===== config.mk =====
export PLATFORM = sky130hd
export DESIGN_NAME = hazard_ctrl_unit
export DESIGN_NICKNAME = d
export VERILOG_FILES = /design/src/rtl/hazard_ctrl_unit.sv
export SDC_FILE = /design/constraint.sdc
export NUM_CORES = 1
export LEC_CHECK = 0
export BUFFER_PORTS_ARGS = -buffer_cell sky130_fd_sc_hd__buf_2
export CORE_AREA = 2 2 39 41
export DETAILED_ROUTE_END_ITERATION = 6
export DIE_AREA = 0 0 41 43
export HOLD_SLACK_MARGIN = 0.05
export PLACE_DENSITY = 0.7
export SYNTH_ARGS = -nofsm -noshare
export SYNTH_HDL_FRONTEND = slang
export SYNTH_SLANG_ARGS = --single-unit

===== constraint.sdc =====
create_clock -name clk_i -period 5 [get_ports clk_i]
set_input_delay 1 -clock clk_i [delete_from_list [all_inputs] [get_ports clk_i]]
set_output_delay 1 -clock clk_i [all_outputs]
set_load 0.1 [all_outputs]

===== src/rtl/hazard_ctrl_unit.sv =====
// -----------------------------------------------------------------------------
// hazard_ctrl_unit
//   Pipeline hazard controller for a 5-stage in-order core. It inserts
//   load-use bubbles, squashes the wrong-path fetch on taken branches, and
//   freezes the back half of the pipe while data memory is busy.
//
// Parameters
//   REG_ADDR_W     register address width
//   LOAD_STALL_CYC bubbles per load-use hazard (1..7)
//   CNT_W          stall counter width (>= ceil(log2(LOAD_STALL_CYC+1)))
//
// Ports
//   clk_i, rst_i                       clock, synchronous active-low reset
//   ID_EX_MEMRead_i, ID_EX_RDaddr_i    load in EX and its destination
//   IF_ID_RS1addr_i/RS2addr_i          sources of the instruction in ID
//   IF_ID_RS1used_i/RS2used_i          source actually read
//   Branch_taken_i                     branch resolved taken in ID
//   DMEM_busy_i                        MEM stage must hold
//   PCWrite_o, IF_ID_Write_o           front-end update enables
//   Stall_o                            insert bubble into ID/EX
//   Flush_o                            clear IF/ID
//   Freeze_o                           hold ID/EX, EX/MEM, MEM/WB
//   Stall_cnt_o                        cycles with Stall_o|Freeze_o
//                                      (only with HAZARD_PERF_CNT_EN defined)
// -----------------------------------------------------------------------------
module hazard_ctrl_unit #(
    parameter int unsigned REG_ADDR_W     = 5,
    parameter int unsigned LOAD_STALL_CYC = 1,
    parameter int unsigned CNT_W          = 3
) (
    input  logic                  clk_i,
    input  logic                  rst_i,
    input  logic                  ID_EX_MEMRead_i,
    input  logic [REG_ADDR_W-1:0] ID_EX_RDaddr_i,
    input  logic [REG_ADDR_W-1:0] IF_ID_RS1addr_i,
    input  logic [REG_ADDR_W-1:0] IF_ID_RS2addr_i,
    input  logic                  IF_ID_RS1used_i,
    input  logic                  IF_ID_RS2used_i,
    input  logic                  Branch_taken_i,
    input  logic                  DMEM_busy_i,
    output logic                  PCWrite_o,
    output logic                  IF_ID_Write_o,
    output logic                  Stall_o,
    output logic                  Flush_o,
    output logic                  Freeze_o
`ifdef HAZARD_PERF_CNT_EN
    ,
    output logic [31:0]           Stall_cnt_o
`endif
);

    typedef enum logic [1:0] {
        IDLE,
        LSTALL,
        MWAIT
    } state_t;

    localparam logic [CNT_W-1:0] CNT_INIT = CNT_W'(LOAD_STALL_CYC - 1);

    state_t           state_q, state_d;
    state_t           resume_q, resume_d;
    state_t           eff_state;
    logic [CNT_W-1:0] cnt_q, cnt_d;
    logic             hazard;

    assign hazard = ID_EX_MEMRead_i && (ID_EX_RDaddr_i != '0) &&
                    ((IF_ID_RS1used_i && (ID_EX_RDaddr_i == IF_ID_RS1addr_i)) ||
                     (IF_ID_RS2used_i && (ID_EX_RDaddr_i == IF_ID_RS2addr_i)));

    always_ff @(posedge clk_i) begin
        if (!rst_i) begin
            state_q  <= IDLE;
            resume_q <= IDLE;
            cnt_q    <= '0;
        end else begin
            state_q  <= state_d;
            resume_q <= resume_d;
            cnt_q    <= cnt_d;
        end
    end

    // The cycle DMEM_busy_i drops while in MWAIT already behaves as the saved
    // state (same outputs, same counter step), so the freeze is not followed
    // by a dead cycle and the remaining bubble count is exact.
    always_comb begin
        state_d       = state_q;
        resume_d      = resume_q;
        cnt_d         = cnt_q;
        PCWrite_o     = 1'b1;
        IF_ID_Write_o = 1'b1;
        Stall_o       = 1'b0;
        Flush_o       = 1'b0;
        Freeze_o      = 1'b0;
        eff_state     = (state_q == MWAIT) ? resume_q : state_q;

        if (rst_i) begin
            if (DMEM_busy_i) begin
                Freeze_o      = 1'b1;
                PCWrite_o     = 1'b0;
                IF_ID_Write_o = 1'b0;
                state_d       = MWAIT;
                if (state_q != MWAIT) begin
                    resume_d = state_q;
                end
            end else begin
                case (eff_state)
                    LSTALL: begin
                        Stall_o       = 1'b1;
                        PCWrite_o     = 1'b0;
                        IF_ID_Write_o = 1'b0;
                        if (cnt_q <= CNT_W'(1)) begin
                            state_d = IDLE;
                            cnt_d   = '0;
                        end else begin
                            state_d = LSTALL;
                            cnt_d   = cnt_q - CNT_W'(1);
                        end
                    end
                    default: begin
                        if (hazard) begin
                            Stall_o       = 1'b1;
                            PCWrite_o     = 1'b0;
                            IF_ID_Write_o = 1'b0;
                            if (LOAD_STALL_CYC > 1) begin
                                state_d = LSTALL;
                                cnt_d   = CNT_INIT;
                            end else begin
                                state_d = IDLE;
                            end
                        end else begin
                            state_d = IDLE;
                            Flush_o = Branch_taken_i;
                        end
                    end
                endcase
            end
        end
    end

`ifdef HAZARD_PERF_CNT_EN
    always_ff @(posedge clk_i) begin
        if (!rst_i) begin
            Stall_cnt_o <= '0;
        end else if (Stall_o || Freeze_o) begin
            Stall_cnt_o <= Stall_cnt_o + 32'd1;
        end
    end
`endif

endmodule

==> flow_summary.ini, run 1 <==
[detailed_routing]
drt_wl_total_mm = 1.222
vias = 539
vias_per_cell = 5.037
ant_nets = 0
drtIter0Drc = 0
post_drt_wl_per_cell_um = 11.42
drc = 0
firstDrtPassIters = 1

[worst_setup_path]
critPathRequiredTime_ps = 4000
end_kind = output port
r2r_cells = 6
reg2reg_slack_ps = 3480
r2r-start = cnt_q[1]
cp.arrival_ps = 2500
critPathMaxFanout = 3
criticalPathCategory = in2out
worstSetupStartpoint = ID_EX_RDaddr_i[1]
start_kind = primary input

[placed_design]
port_buffers = 26
placed_cell_area_um2 = 646.9
pre_cts_slack_ps = 1482
gp_congestion = 0.7095
dp_hpwl_mm = 1.007

[power_and_ir_drop]
p_leak_nw = 0.2845
switching_share_pct = 31.58
p_comb_share_pct = 27.8
clockPowerShare_pct = 34.1
p_int_mw = 0.1015
switching_power_mw = 0.04687
peakVddDrop_mv = 0.07827
powerDensity_nw_per_um2 = 220.5
power_frac_seq_pct = 38.1

[global_route]
overflow = 0
grt_pass1_wl_mm = 1.876
track_usage_pct = 16.18
grt_pass1_vias = 469
antenna_found_initial = 0
grt_max_degree = 15

[yosys]
syn_area_um2 = 508.0
yosys_register_bits = 7
ys_warn_count = 0
yosysSeqAreaShare_pct = 27.59
syn_inst = 63
ys_types = 28
postSynthAreaPerCell_um2 = 8.063
syn_nets = 87

[sta]
fin_crit_sh_pct = 69.98
rsz0062_at_grt = false
relSlewSlack_pct = 67.42
timing.hold.ws_ps = 494.0
worst_slack_ps = 1501
hold_viol = 0
setup_viol = 0
worst_slew_pin_slew_ps = 492.1
max_freq_mhz = 285.8
drv_slew = 0
period_needed_ps = 3499
skew_ps = 1.342
finalSetupTns_ps = 0

[hold_path]
hold_class = reg2reg
hp-start = cnt_q[1]
whs_path_depth = 2

[cells_and_area]
layout_common_cells = buf_2 (26), xnor2_1 (10), dfxtp_1 (7)
post-route-util_pct = 48.64
antenna_cells = 0
nets = 116
drive_above_1_share_pct = 34.07
layout_commonest_cell = buf_2
syn2layout_area_growth_pct = 32.51
fin_area_um2 = 673.1

[clock_tree]
clock-sinks = 7
post_cts_resized = 0
cts_made_buffers = 3
cts.reportedPaths.clkPinSlew_ps = 50
insertion_delay_ps = 250
htree_levels = 1
cts_tree = done
hold_buffers = 0
cts-root-buf = clkbuf_4
post-cts-setup-buffers = 0
clock_path_buffers = 2

[run_status]
status = finished, final reports clean

[floorplan]
die_area_um2 = 1763
fp.dieW_um = 41
num_rows = 14
initial_core_util_pct = 36.71
io_pins = 27
fp.dieH_um = 43
core_um2 = 1384

[job]
maxCapViolations = 0
through the flow:
step | power (mW) | cells
3_5_place_dp | 0.09923 | 103
3_3_place_gp | 0.09786 | 103
2_1_floorplan | 0.08498 | 63
5_1_grt | 0.1585 | 107
6_report | 0.1484 | 107
4_1_cts | 0.1517 | 107
synth_stat cells:
library cell	n	share of area, %
dfxtp_1	7	28
o31ai_1	1	1.5
a31oi_1	1	1.2
o21a_1	1	1.5
buf_4	1	1.5
inv_2	1	0.74
o21ai_0	2	2.0
o22ai_1	1	1.2
or4b_1	1	2.0
xnor2_1	10	17
nand3_1	1	0.98
or4_1	3	4.4
a31o_1	1	1.7
o21bai_1	2	3.0
and2_1	2	2.5
a22oi_1	1	1.5
a21oi_1	5	4.9
ha_1	2	4.9
nor4_1	1	1.2
nor2b_1	1	1.2
nor3_1	1	0.98
inv_1	4	3.0
and4bb_1	1	2.5
nand2_1	4	3.0
clkbuf_1	1	0.74
a21oi_2	1	1.7
nor2_1	4	3.0
nand4_1	2	2.5
per-layer routing:
layer / vias up / track usage [%] / wire length (um)
met2: 22 / 26.56 / 615
met3: 4 / 3.665 / 94
met5: - / 0 / 0
met4: 0 / 12.00 / 24
li1: 280 / - / -
met1: 233 / 16.45 / 487
cell type report:
type	instances	area, um^2
clock buffers	4	26.28
repair buffers	26	130.1
fillers	146	710.7
well taps	16	20.02
flip-flops and latches	7	140.1
inverters	5	18.77
multi-input cells	49	337.8
critical path, cell delays in order:
cell	delay [ps]
buf_2	120
or4_1	510
o21a_1	210
a31oi_1	190
buf_2	450
path summary, 6_finish.rpt:
check                                  to
worst max-delay path            PCWrite_o
worst min-delay path             cnt_q[1]
worst max register to register   cnt_q[1]
worst min register to register   cnt_q[1]
power groups by stage:
stage | clock (mW) | combinational (mW) | sequential, mW
final | 0.0506 | 0.0413 | 0.0565
after global routing | 0.0582 | 0.0439 | 0.0564
after CTS | 0.0536 | 0.0416 | 0.0565
after detailed placement | 0 | 0.0416 | 0.0576
after global placement | 0 | 0.0403 | 0.0576
after floorplan | 0 | 0.0274 | 0.0576
sequential cells by signal, summed over array words and instances (netlist names):
signal	flops
state_q	2
cnt_q	3
resume_q	2
cells by family after synthesis:
family | Yosys count | share of synthesized area [%]
XOR/XNOR | 10 | 17.24
AND/OR/NAND/NOR | 21 | 24.13
AO/OA/AOI/OAI | 16 | 20.20
buffers and inverters | 7 | 5.910
adder cells (fa/ha/maj) | 2 | 4.925
flip-flops | 7 | 27.59
Note: power is estimated with default switching activity, not from simulation.
==> run 2, diff against run 1 <==
--- a/config.mk
+++ b/config.mk
@@ -6,11 +6,11 @@
 export NUM_CORES = 1
 export LEC_CHECK = 0
 export BUFFER_PORTS_ARGS = -buffer_cell sky130_fd_sc_hd__buf_2
-export CORE_AREA = 2 2 39 41
+export CORE_AREA = 2 2 40 42
 export DETAILED_ROUTE_END_ITERATION = 6
-export DIE_AREA = 0 0 41 43
+export DIE_AREA = 0 0 42 44
 export HOLD_SLACK_MARGIN = 0.05
-export PLACE_DENSITY = 0.7
+export PLACE_DENSITY = 0.69
 export SYNTH_ARGS = -nofsm -noshare
 export SYNTH_HDL_FRONTEND = slang
 export SYNTH_SLANG_ARGS = --single-unit
==> constraint.sdc (replaced) <==
create_clock -name clk_i -period 2.9 [get_ports clk_i]
set_input_delay 0.58 -clock clk_i [delete_from_list [all_inputs] [get_ports clk_i]]
set_output_delay 0.58 -clock clk_i [all_outputs]
set_load 0.1 [all_outputs]
==> run 2 against run 1 <==
Register-to-register slack got worse by 2100 ps. Via count rose by 1.3%. Clock power rose by 73%. Global-route usage is 1.4 points lower. Combinational power up 98%. Critical path depth unchanged. Non-clock buffer count rose by 1. Sequential share of layout area fell by 2.0 points. Critical endpoint is now Stall_o. Sequential cell count stayed put. Highest routed layer is now met3.
==> flow_summary.ini, run 2 (synthesis results as in run 1) <==
[cells_and_area]
multiInputGateArea_um2 = 356.6
fin_area_um2 = 745.7
syn2layout_area_growth_pct = 46.80
post-route-util_pct = 52.56
largest_registers = cnt_q: 3 flops, resume_q: 2 flops, state_q: 2 flops
antenna_cells = 0
largest_reg_flops = 3
nets = 117
fill_cells = 142
drive_above_1_share_pct = 38.04
finalNonFillerCells = 108
layout_common_cells = buf_2 (23), xnor2_1 (10), dfxtp_1 (7)
layout_commonest_cell = buf_2
area.sequential_um2 = 140.1
regMostFlops = cnt_q

[power_and_ir_drop]
clockPowerShare_pct = 32.8
peakVddDrop_mv = 0.1207
total_power_mw = 0.2668
switching_power_mw = 0.08546
switching_share_pct = 32.04
power_frac_seq_pct = 36.5
powerDensity_nw_per_um2 = 357.8
p_comb_share_pct = 30.7
p_leak_nw = 0.3109
p_int_mw = 0.1813

[detailed_routing]
post_drt_wl_per_cell_um = 10.39
ant_nets = 0
drc = 0
firstDrtPassIters = 3
drtIter0Drc = 2
vias_per_cell = 5.056
drt_wl_total_mm = 1.122
vias = 546

[clock_tree]
clock-sinks = 7
cts-root-buf = clkbuf_4
clock_path_buffers = 2
post-cts-setup-buffers = 0
cts.reportedPaths.clkPinSlew_ps = 60
hold_buffers = 0
insertion_delay_ps = 250
post_cts_resized = 0
htree_levels = 1
cts_made_buffers = 3
cts_tree = done

[placed_design]
pre_cts_slack_ps = 354.7
placed_cell_area_um2 = 718.2
dp_cells = 104
port_buffers = 26
gp_congestion = 0.7420
dp_hpwl_um = 981.9

[global_route]
antenna_found_initial = 0
use_met1_pct = 14.65
overflow = 0
track_usage_pct = 14.75
grt_pass1_wl_mm = 2.035
use_met3_pct = 4.167
met2_usage_pct = 27.19
grt_max_degree = 15
grt_pass1_vias = 541
grt.busiest_layer = met2

[worst_setup_path]
critPathMaxStageDelay_ps = 510
criticalPathCategory = in2out
critPathRequiredTime_ps = 2320
cpMaxStageDelayCell = or4_1
critPathMaxFanout = 3
start_kind = primary input
reg2reg_slack_ps = 1410
worstSetupStartpoint = ID_EX_RDaddr_i[1]
r2r-start = cnt_q[1]
critPathMostFrequentCell = buf_2
end_kind = output port
r2r_cells = 6
timing.rr.end = cnt_q[1]
cp.arrival_ps = 1960
path_cells = buf_2 -> or4_1 -> o21a_1 -> a31o_1 -> buf_2

[floorplan]
fp.dieW_um = 42
core_um2 = 1419
initial_core_util_pct = 35.80
io_pins = 27
fp.dieH_um = 44
num_rows = 14
die_area_um2 = 1848

[sta]
skew_ps = 5.546
drv_slew = 0
hold_viol = 0
max_freq_mhz = 393.0
relSlewSlack_pct = 67.56
worst_slew_pin_slew_ps = 490.0
setup_viol = 0
rsz0062_at_grt = false
worst_slack_ps = 355.6
fin_crit_sh_pct = 87.74
period_needed_ps = 2544

[hold_path]
holdPathEnd = resume_q[1]
hp-start = resume_q[1]
whs_path_depth = 2
hold_class = reg2reg

[run_status]
status = finished, final reports clean

[job]
maxCapViolations = 0
[run 2: cell count changes in the layout (fill, tap and decap cells not counted), sizes merged]
cell,delta
buf,+1
clkbuf,-1
clkinv,+1
[run 2: worst max path at each step]
stage          cells after the start        end
2_1_floorplan                      4  PCWrite_o
3_5_place_dp                       5    Stall_o
3_3_place_gp                       5    Stall_o
4_1_cts                            5    Stall_o
5_1_grt                            5    Stall_o
6_report                           5    Stall_o
[run 2: routing by layer]
metal / share of wire, % / wire [um]
met3: 4.5 / 50
met2: 56 / 624
met4: 0 / 0
met5: 0 / 0
met1: 40 / 447
[run 2: power by group through the flow]
| stage | Combinational, mW | Sequential [mW] | Clock, mW |
|---|---|---|---|
| 6_report | 0.0819 | 0.0972 | 0.0876 |
| 5_1_grt | 0.0878 | 0.0971 | 0.0982 |
| 4_1_cts | 0.0829 | 0.0972 | 0.0906 |
| 3_5_place_dp | 0.0828 | 0.0993 | 0 |
| 3_3_place_gp | 0.0807 | 0.0993 | 0 |
| 2_1_floorplan | 0.0495 | 0.0992 | 0 |
[run 2: area by class of cell]
| cell class | count | area share (%) |
|---|---|---|
| repair buffers | 27 | 24.50 |
| clock inverters | 1 | 0.6711 |
| multi-input cells | 49 | 47.82 |
| well taps | 16 | 2.685 |
| clock buffers | 3 | 3.020 |
| flip-flops and latches | 7 | 18.79 |
| inverters | 5 | 2.517 |
[run 2: through the flow]
stage	hold slack [ps]	setup TNS [ps]
6_report	483.4	0
5_1_grt	522.6	0
4_1_cts	486.2	0
3_5_place_dp	468.1	0
3_3_place_gp	460.8	0
2_1_floorplan	444.0	-124.0
[run 2: critical path: cells and delay by family]
kind	cells	cell delay, ps
AO/OA/AOI/OAI	2	460
AND/OR/NAND/NOR	1	510
buffers and inverters	2	400
